**src/rtl/alu16_seq.sv**
```systemverilog
// alu16_seq: sequences 16-bit ADD HL,rr / INC rr / DEC rr / ADD SP,e8
// over the shared 8-bit ALU as a low-byte pass followed by a high-byte pass.

package alu16_seq_pkg;
  typedef enum logic [2:0] {
    alu_NOP = 3'd0,
    alu_ADD = 3'd1,
    alu_ADC = 3'd2,
    alu_INC = 3'd3,
    alu_DEC = 3'd4,
    alu_B   = 3'd5
  } alu_op_t;
endpackage

module alu16_seq
  import alu16_seq_pkg::*;
#(
  parameter bit INCDEC_SHORT = 1'b0
) (
  input  logic          clk,
  input  logic          rst_b,
  input  logic          start,
  input  logic [1:0]    op_sel,
  input  logic [15:0]   opnd_a,
  input  logic [15:0]   opnd_b,
  input  logic [3:0]    flags_in,
  output logic          busy,
  output logic          done,
  output logic [15:0]   result,
  output logic [3:0]    flags_out,
  output logic [7:0]    alu_op_A,
  output logic [7:0]    alu_op_B,
  output alu_op_t       alu_op_code,
  output logic [3:0]    alu_curr_flags,
  input  logic [7:0]    alu_res_in,
  input  logic [3:0]    alu_flags_in
);

  localparam logic [1:0] OP_ADD_HL = 2'b00;
  localparam logic [1:0] OP_INC16  = 2'b01;
  localparam logic [1:0] OP_DEC16  = 2'b10;
  localparam logic [1:0] OP_ADD_SP = 2'b11;

  typedef enum logic [1:0] {S_IDLE, S_LO, S_HI, S_DONE} state_t;

  state_t      state, state_n;
  logic [1:0]  op_q;
  logic [15:0] a_q;
  logic [15:0] b_q;
  logic [3:0]  flags_q;
  logic        carry_q;   // carry out of the LO pass (or INC/DEC borrow/overflow)
  logic        lo_h_q;    // half-carry of the LO pass, reported by ADD SP,e8
  logic        lo_carry;
  logic        is_incdec;
  logic        take_short;

  // Z and N from the ALU are never reported; 16-bit Z/N come from the rules below.
  logic unused_alu_zn;
  assign unused_alu_zn = ^alu_flags_in[3:2];

  assign is_incdec = (op_q == OP_INC16) || (op_q == OP_DEC16);

  // Carry out of the LO pass: INC wraps when the low byte becomes 00, DEC when it was 00.
  always_comb begin
    lo_carry = alu_flags_in[0];
    if (op_q == OP_INC16)      lo_carry = (alu_res_in == 8'h00);
    else if (op_q == OP_DEC16) lo_carry = (a_q[7:0] == 8'h00);
  end

  assign take_short = INCDEC_SHORT && is_incdec && !lo_carry;

  // Next-state and ALU drive for the current pass.
  always_comb begin
    state_n        = state;
    alu_op_code    = alu_NOP;
    alu_op_A       = 8'h00;
    alu_op_B       = 8'h00;
    alu_curr_flags = flags_q;
    busy           = 1'b0;
    done           = 1'b0;
    unique case (state)
      S_IDLE: begin
        if (start) state_n = S_LO;
      end
      S_LO: begin
        busy = 1'b1;
        unique case (op_q)
          OP_INC16: begin
            alu_op_code = alu_INC;
            alu_op_B    = a_q[7:0];
          end
          OP_DEC16: begin
            alu_op_code = alu_DEC;
            alu_op_B    = a_q[7:0];
          end
          default: begin
            alu_op_code = alu_ADD;
            alu_op_A    = a_q[7:0];
            alu_op_B    = b_q[7:0];
          end
        endcase
        state_n = take_short ? S_DONE : S_HI;
      end
      S_HI: begin
        busy = 1'b1;
        unique case (op_q)
          OP_ADD_HL: begin
            alu_op_code       = alu_ADC;
            alu_op_A          = a_q[15:8];
            alu_op_B          = b_q[15:8];
            alu_curr_flags[0] = carry_q;
          end
          OP_ADD_SP: begin
            alu_op_code       = alu_ADC;
            alu_op_A          = a_q[15:8];
            alu_op_B          = {8{b_q[7]}};
            alu_curr_flags[0] = carry_q;
          end
          OP_INC16: begin
            alu_op_code = carry_q ? alu_INC : alu_B;
            alu_op_B    = a_q[15:8];
          end
          default: begin
            alu_op_code = carry_q ? alu_DEC : alu_B;
            alu_op_B    = a_q[15:8];
          end
        endcase
        state_n = S_DONE;
      end
      S_DONE: begin
        done    = 1'b1;
        state_n = S_IDLE;
      end
      default: state_n = S_IDLE;
    endcase
  end

  // State register, operand latch and per-pass result/flag capture.
  always_ff @(posedge clk) begin
    if (!rst_b) begin
      state     <= S_IDLE;
      op_q      <= 2'b00;
      a_q       <= 16'h0000;
      b_q       <= 16'h0000;
      flags_q   <= 4'h0;
      carry_q   <= 1'b0;
      lo_h_q    <= 1'b0;
      result    <= 16'h0000;
      flags_out <= 4'h0;
    end else begin
      state <= state_n;
      unique case (state)
        S_IDLE: begin
          if (start) begin
            op_q    <= op_sel;
            a_q     <= opnd_a;
            b_q     <= opnd_b;
            flags_q <= flags_in;
          end
        end
        S_LO: begin
          result[7:0] <= alu_res_in;
          carry_q     <= lo_carry;
          lo_h_q      <= alu_flags_in[1];
          if (take_short) begin
            result[15:8] <= a_q[15:8];
            flags_out    <= flags_q;
          end
        end
        S_HI: begin
          result[15:8] <= alu_res_in;
          unique case (op_q)
            OP_ADD_HL: flags_out <= {flags_q[3], 1'b0, alu_flags_in[1], alu_flags_in[0]};
            OP_ADD_SP: flags_out <= {2'b00, lo_h_q, carry_q};
            default:   flags_out <= flags_q;
          endcase
        end
        default: ;
      endcase
    end
  end

endmodule
```
**config.mk**
```make
export PLATFORM = sky130hd
export DESIGN_NAME = alu16_seq
export DESIGN_NICKNAME = d
export VERILOG_FILES = /design/src/rtl/alu16_seq.sv
export SDC_FILE = /design/constraint.sdc
export NUM_CORES = 1
export LEC_CHECK = 0
export ABC_AREA = 1
export BUFFER_PORTS_ARGS = -buffer_cell sky130_fd_sc_hd__buf_2
export CAP_MARGIN = 20
export CORE_UTILIZATION = 39
export DETAILED_ROUTE_END_ITERATION = 10
export PLACE_DENSITY = 0.67
export SYNTH_ARGS = -nofsm -noshare
export SYNTH_HDL_FRONTEND = slang
export SYNTH_SLANG_ARGS = --single-unit
```
**constraint.sdc**
```tcl
create_clock -name clk -period 1.7 [get_ports clk]
set_clock_uncertainty 0.1 [all_clocks]
set_input_delay 0.255 -clock clk [delete_from_list [all_inputs] [get_ports clk]]
set_output_delay 0.255 -clock clk [all_outputs]
set_load 0.02 [all_outputs]
```
==> out/qor.txt <==
outcome: complete, but fails checks
failing checks: setup timing
Post-Syn Instances: 424
Mapped Area: 0.00290 mm^2
CP delay by family, top: buffers and inverters
Simple-Gate Fraction of Synth Area: 0.238
Compound-Gate Fraction of Synth Area: 0.188
I/O Buffers: 95
largest family of logic cells by synthesized area: simple AND/OR/NAND/NOR gates
RSZ-0062 raised after global routing: yes
Reg-to-Reg Start: state[1]
share of cells above drive strength 1: 0.368
Nets: 598
total global-route track usage: 0.218
vias in the first global route: 2774
critical path's most frequent cell: nor2_4
area of the multi-input gates: 0.00159 mm^2
post-synth top area cell: dfxtp_1
r2r setup slk: 0.18 ns
Synth area leaders: dfxtp_1 (43%), nor2_1 (13%), o21ai_0 (10%)
WL per Instance: 12.9 um
r2r endpoint: b_q[7]
Critical Path Fanout Max: 8
CTS Buf Count: 9
Antenna Cells: 0
first-pass GRT wire length: 12900 um
most common cell after layout, fill and taps aside: nor2_1
Synth Area in Adders: 0.0389
Fillers: 699
FF+latch count, synth: 62
Setup WS post-layout: -0.405 ns
Worst Tran Pin Value: 0.645 ns
Leak: 2.01 nW
syn nets: 486
post-synth top area share: 0.429
total power: 7.77 mW
fin crit period: 2.10 ns
clk sinks: 62
GPL Wtd Cong: 0.888
Worst Path Buf+Inv: 5
Yosys cell types: 21
Residual DRC: 0
grt ovf: 0
Critical Path Start: state[0]
CTS tree: built
initial antenna violation count: 0
final setup vio count: 20
VDD IR max: 0.718 mV
final hold viol count: 0
Seq. cell area: 0.00125 mm^2
Final ANT Viol Nets: 0
clk slew on worst S/H paths: 0.07 ns
worst rel slew slack: 0.570
Syn Area/Cell: 6.83 um^2
area grow syn2layout: 46.8%
# hold bufs at CTS: 0
Critical Path Sink: alu_op_A[7]
HP Class: input port to flip-flop
Data arrival, critical path: 1.75 ns
full die area: 0.00777 mm^2
Synth warnings: 0
CP Class: flip-flop to output pin
Req. time, crit path: 1.34 ns
clock latency on the worst-skew pair: 0.35 ns
DR iter-0 viols: 145
initial cell density of the core: 0.401
WP depth: 8
Final Max Slew Viols: 0
core area: 0.00721 mm^2
Placed Instances: 614
crit start category: flip-flop
Max Freq: 475 MHz
worst-path cell chain: inv_4 -> ha_4 -> clkinv_4 -> nor2_4 -> clkinvlp_4 -> buf_12 -> nor2_4 -> buf_6
Power Dens Cells: 1830 mW/mm^2
die width: 88.2 um
R2R cell count: 6
WHS Path Cells: 3
post-DP HPWL: 5800 um
largest net degree at the start of global routing: 41
max_cap viols: 0
CTS max path bufs: 2
clk root buf: clkbuf_8
critical path's largest stage delay: 0.38 ns
multiplexer area fraction after synthesis: 0
final non-filler cell total: 640
Chip Height: 88.2 um
Detailed Routing Iterations Pass 1: 4
vias: 3034
IO Count: 98
routed wire length: 8230 um
critical path's slowest cell: dfxtp_4
via/cell ratio: 4.74
Worst setup EP type: output pin
commonest cells after routing, fill and taps aside: nor2_1 (89), buf_2 (74), nand2_1 (60)
Period Utilization, post-route: 1.24
FP Rows: 31
Seq/Total Area, Yosys: 0.429
Post-Synth XOR/XNOR Area: 0
H-tree lvl count: 3
-- area by class of cell --
| type | count | area share |
|---|---|---|
| clock buffer | 9 | 0.0292 |
| inverter | 45 | 0.0448 |
| tap | 99 | 0.0292 |
| clock inverter | 7 | 0.0177 |
| timing repair buffer | 127 | 0.212 |
| sequential | 62 | 0.294 |
| multi-input combinational | 291 | 0.373 |
-- synth_stat cells --
cell	instances
inv_2	3
clkbuf_1	12
a221oi_1	2
nor2_1	98
o21ai_1	1
ha_1	9
nand2_1	72
o21ai_0	60
buf_6	1
nand3_1	8
nor2_4	1
inv_4	1
a22oi_1	1
o22ai_1	7
clkbuf_2	2
a21oi_1	28
o211ai_1	4
inv_1	41
buf_4	6
dfxtp_1	62
buf_2	5
-- registers in the layout (all words and copies together) (netlist names) --
| name | flops |
|---|---|
| a_q | 16 |
| b_q | 16 |
| carry_q | 1 |
| flags_out | 4 |
| flags_q | 4 |
| lo_h_q | 1 |
| op_q | 2 |
| result | 16 |
| state | 2 |
-- worst min-delay path by stage --
| stage | startpoint | endpoint | slack (ns) |
|---|---|---|---|
| 5_1_grt | alu_res_in[6] | result[6] | 0.05 |
| 4_1_cts | opnd_b[14] | b_q[14] | 0.04 |
| 3_3_place_gp | a_q[8] | a_q[8] | 0.33 |
| 6_report | opnd_b[14] | b_q[14] | 0.05 |
| 3_5_place_dp | a_q[14] | a_q[14] | 0.35 |
| 2_1_floorplan | alu_flags_in[1] | lo_h_q | 0.29 |
-- power breakdown --
| part | leakage (nW) | total, mW | internal (mW) | switching (mW) |
|---|---|---|---|---|
| Combinational | 1.40 | 4.24 | 1.74 | 2.51 |
| Sequential | 0.513 | 2.22 | 1.96 | 0.267 |
| Clock | 0.0914 | 1.30 | 0.677 | 0.619 |
-- layer usage --
layer,track usage,vias up,routed length (um),part of all wire
li1,-,1565,-,-
met1,0.288,1366,3870,0.47
met2,0.341,86,3810,0.46
met3,0.0537,17,407,0.049
met4,0.0894,0,146,0.018
met5,0,-,0,0
-- worst reg2reg max path: cells and delay by family, from the launching register on --
| family | cells | cell delay (ns) |
|---|---|---|
| flip-flops | 1 | 0.37 |
| adder cells (fa/ha/maj) | 1 | 0.13 |
| buffers and inverters | 2 | 0.56 |
| AND/OR/NAND/NOR | 3 | 0.29 |
-- repair_timing --
item	4_1_cts	5_1_grt
cloned	0	0
pin swaps	13	21
gates resized for setup	83	17
setup endpoints to repair	21	21
buffers inserted	9	2
hold endpoints to repair	0	0
-- logic make-up (layout without fill, tap and decap cells) --
logic type               Yosys count  in the layout
AO/OA/AOI/OAI                    103            103
buffers and inverters             71            188
AND/OR/NAND/NOR                  179            179
flip-flops                        62             62
adder cells (fa/ha/maj)            9              9
-- through the flow --
stage	util	TNS [ns]	setup slack [ns]	area (um^2)	hold WS (ns)
2_1_floorplan	-	-1.53	-0.187	3020	0.290
3_3_place_gp	0.508	-0.226	-0.0665	3660	0.333
3_5_place_dp	0.508	-0.338	-0.0854	3660	0.351
4_1_cts	0.582	-6.77	-0.371	4200	0.0412
5_1_grt	0.589	-8.32	-0.445	4250	0.0494
6_report	0.589	-6.89	-0.405	4250	0.0493
Power figures use the tool's default switching activity.
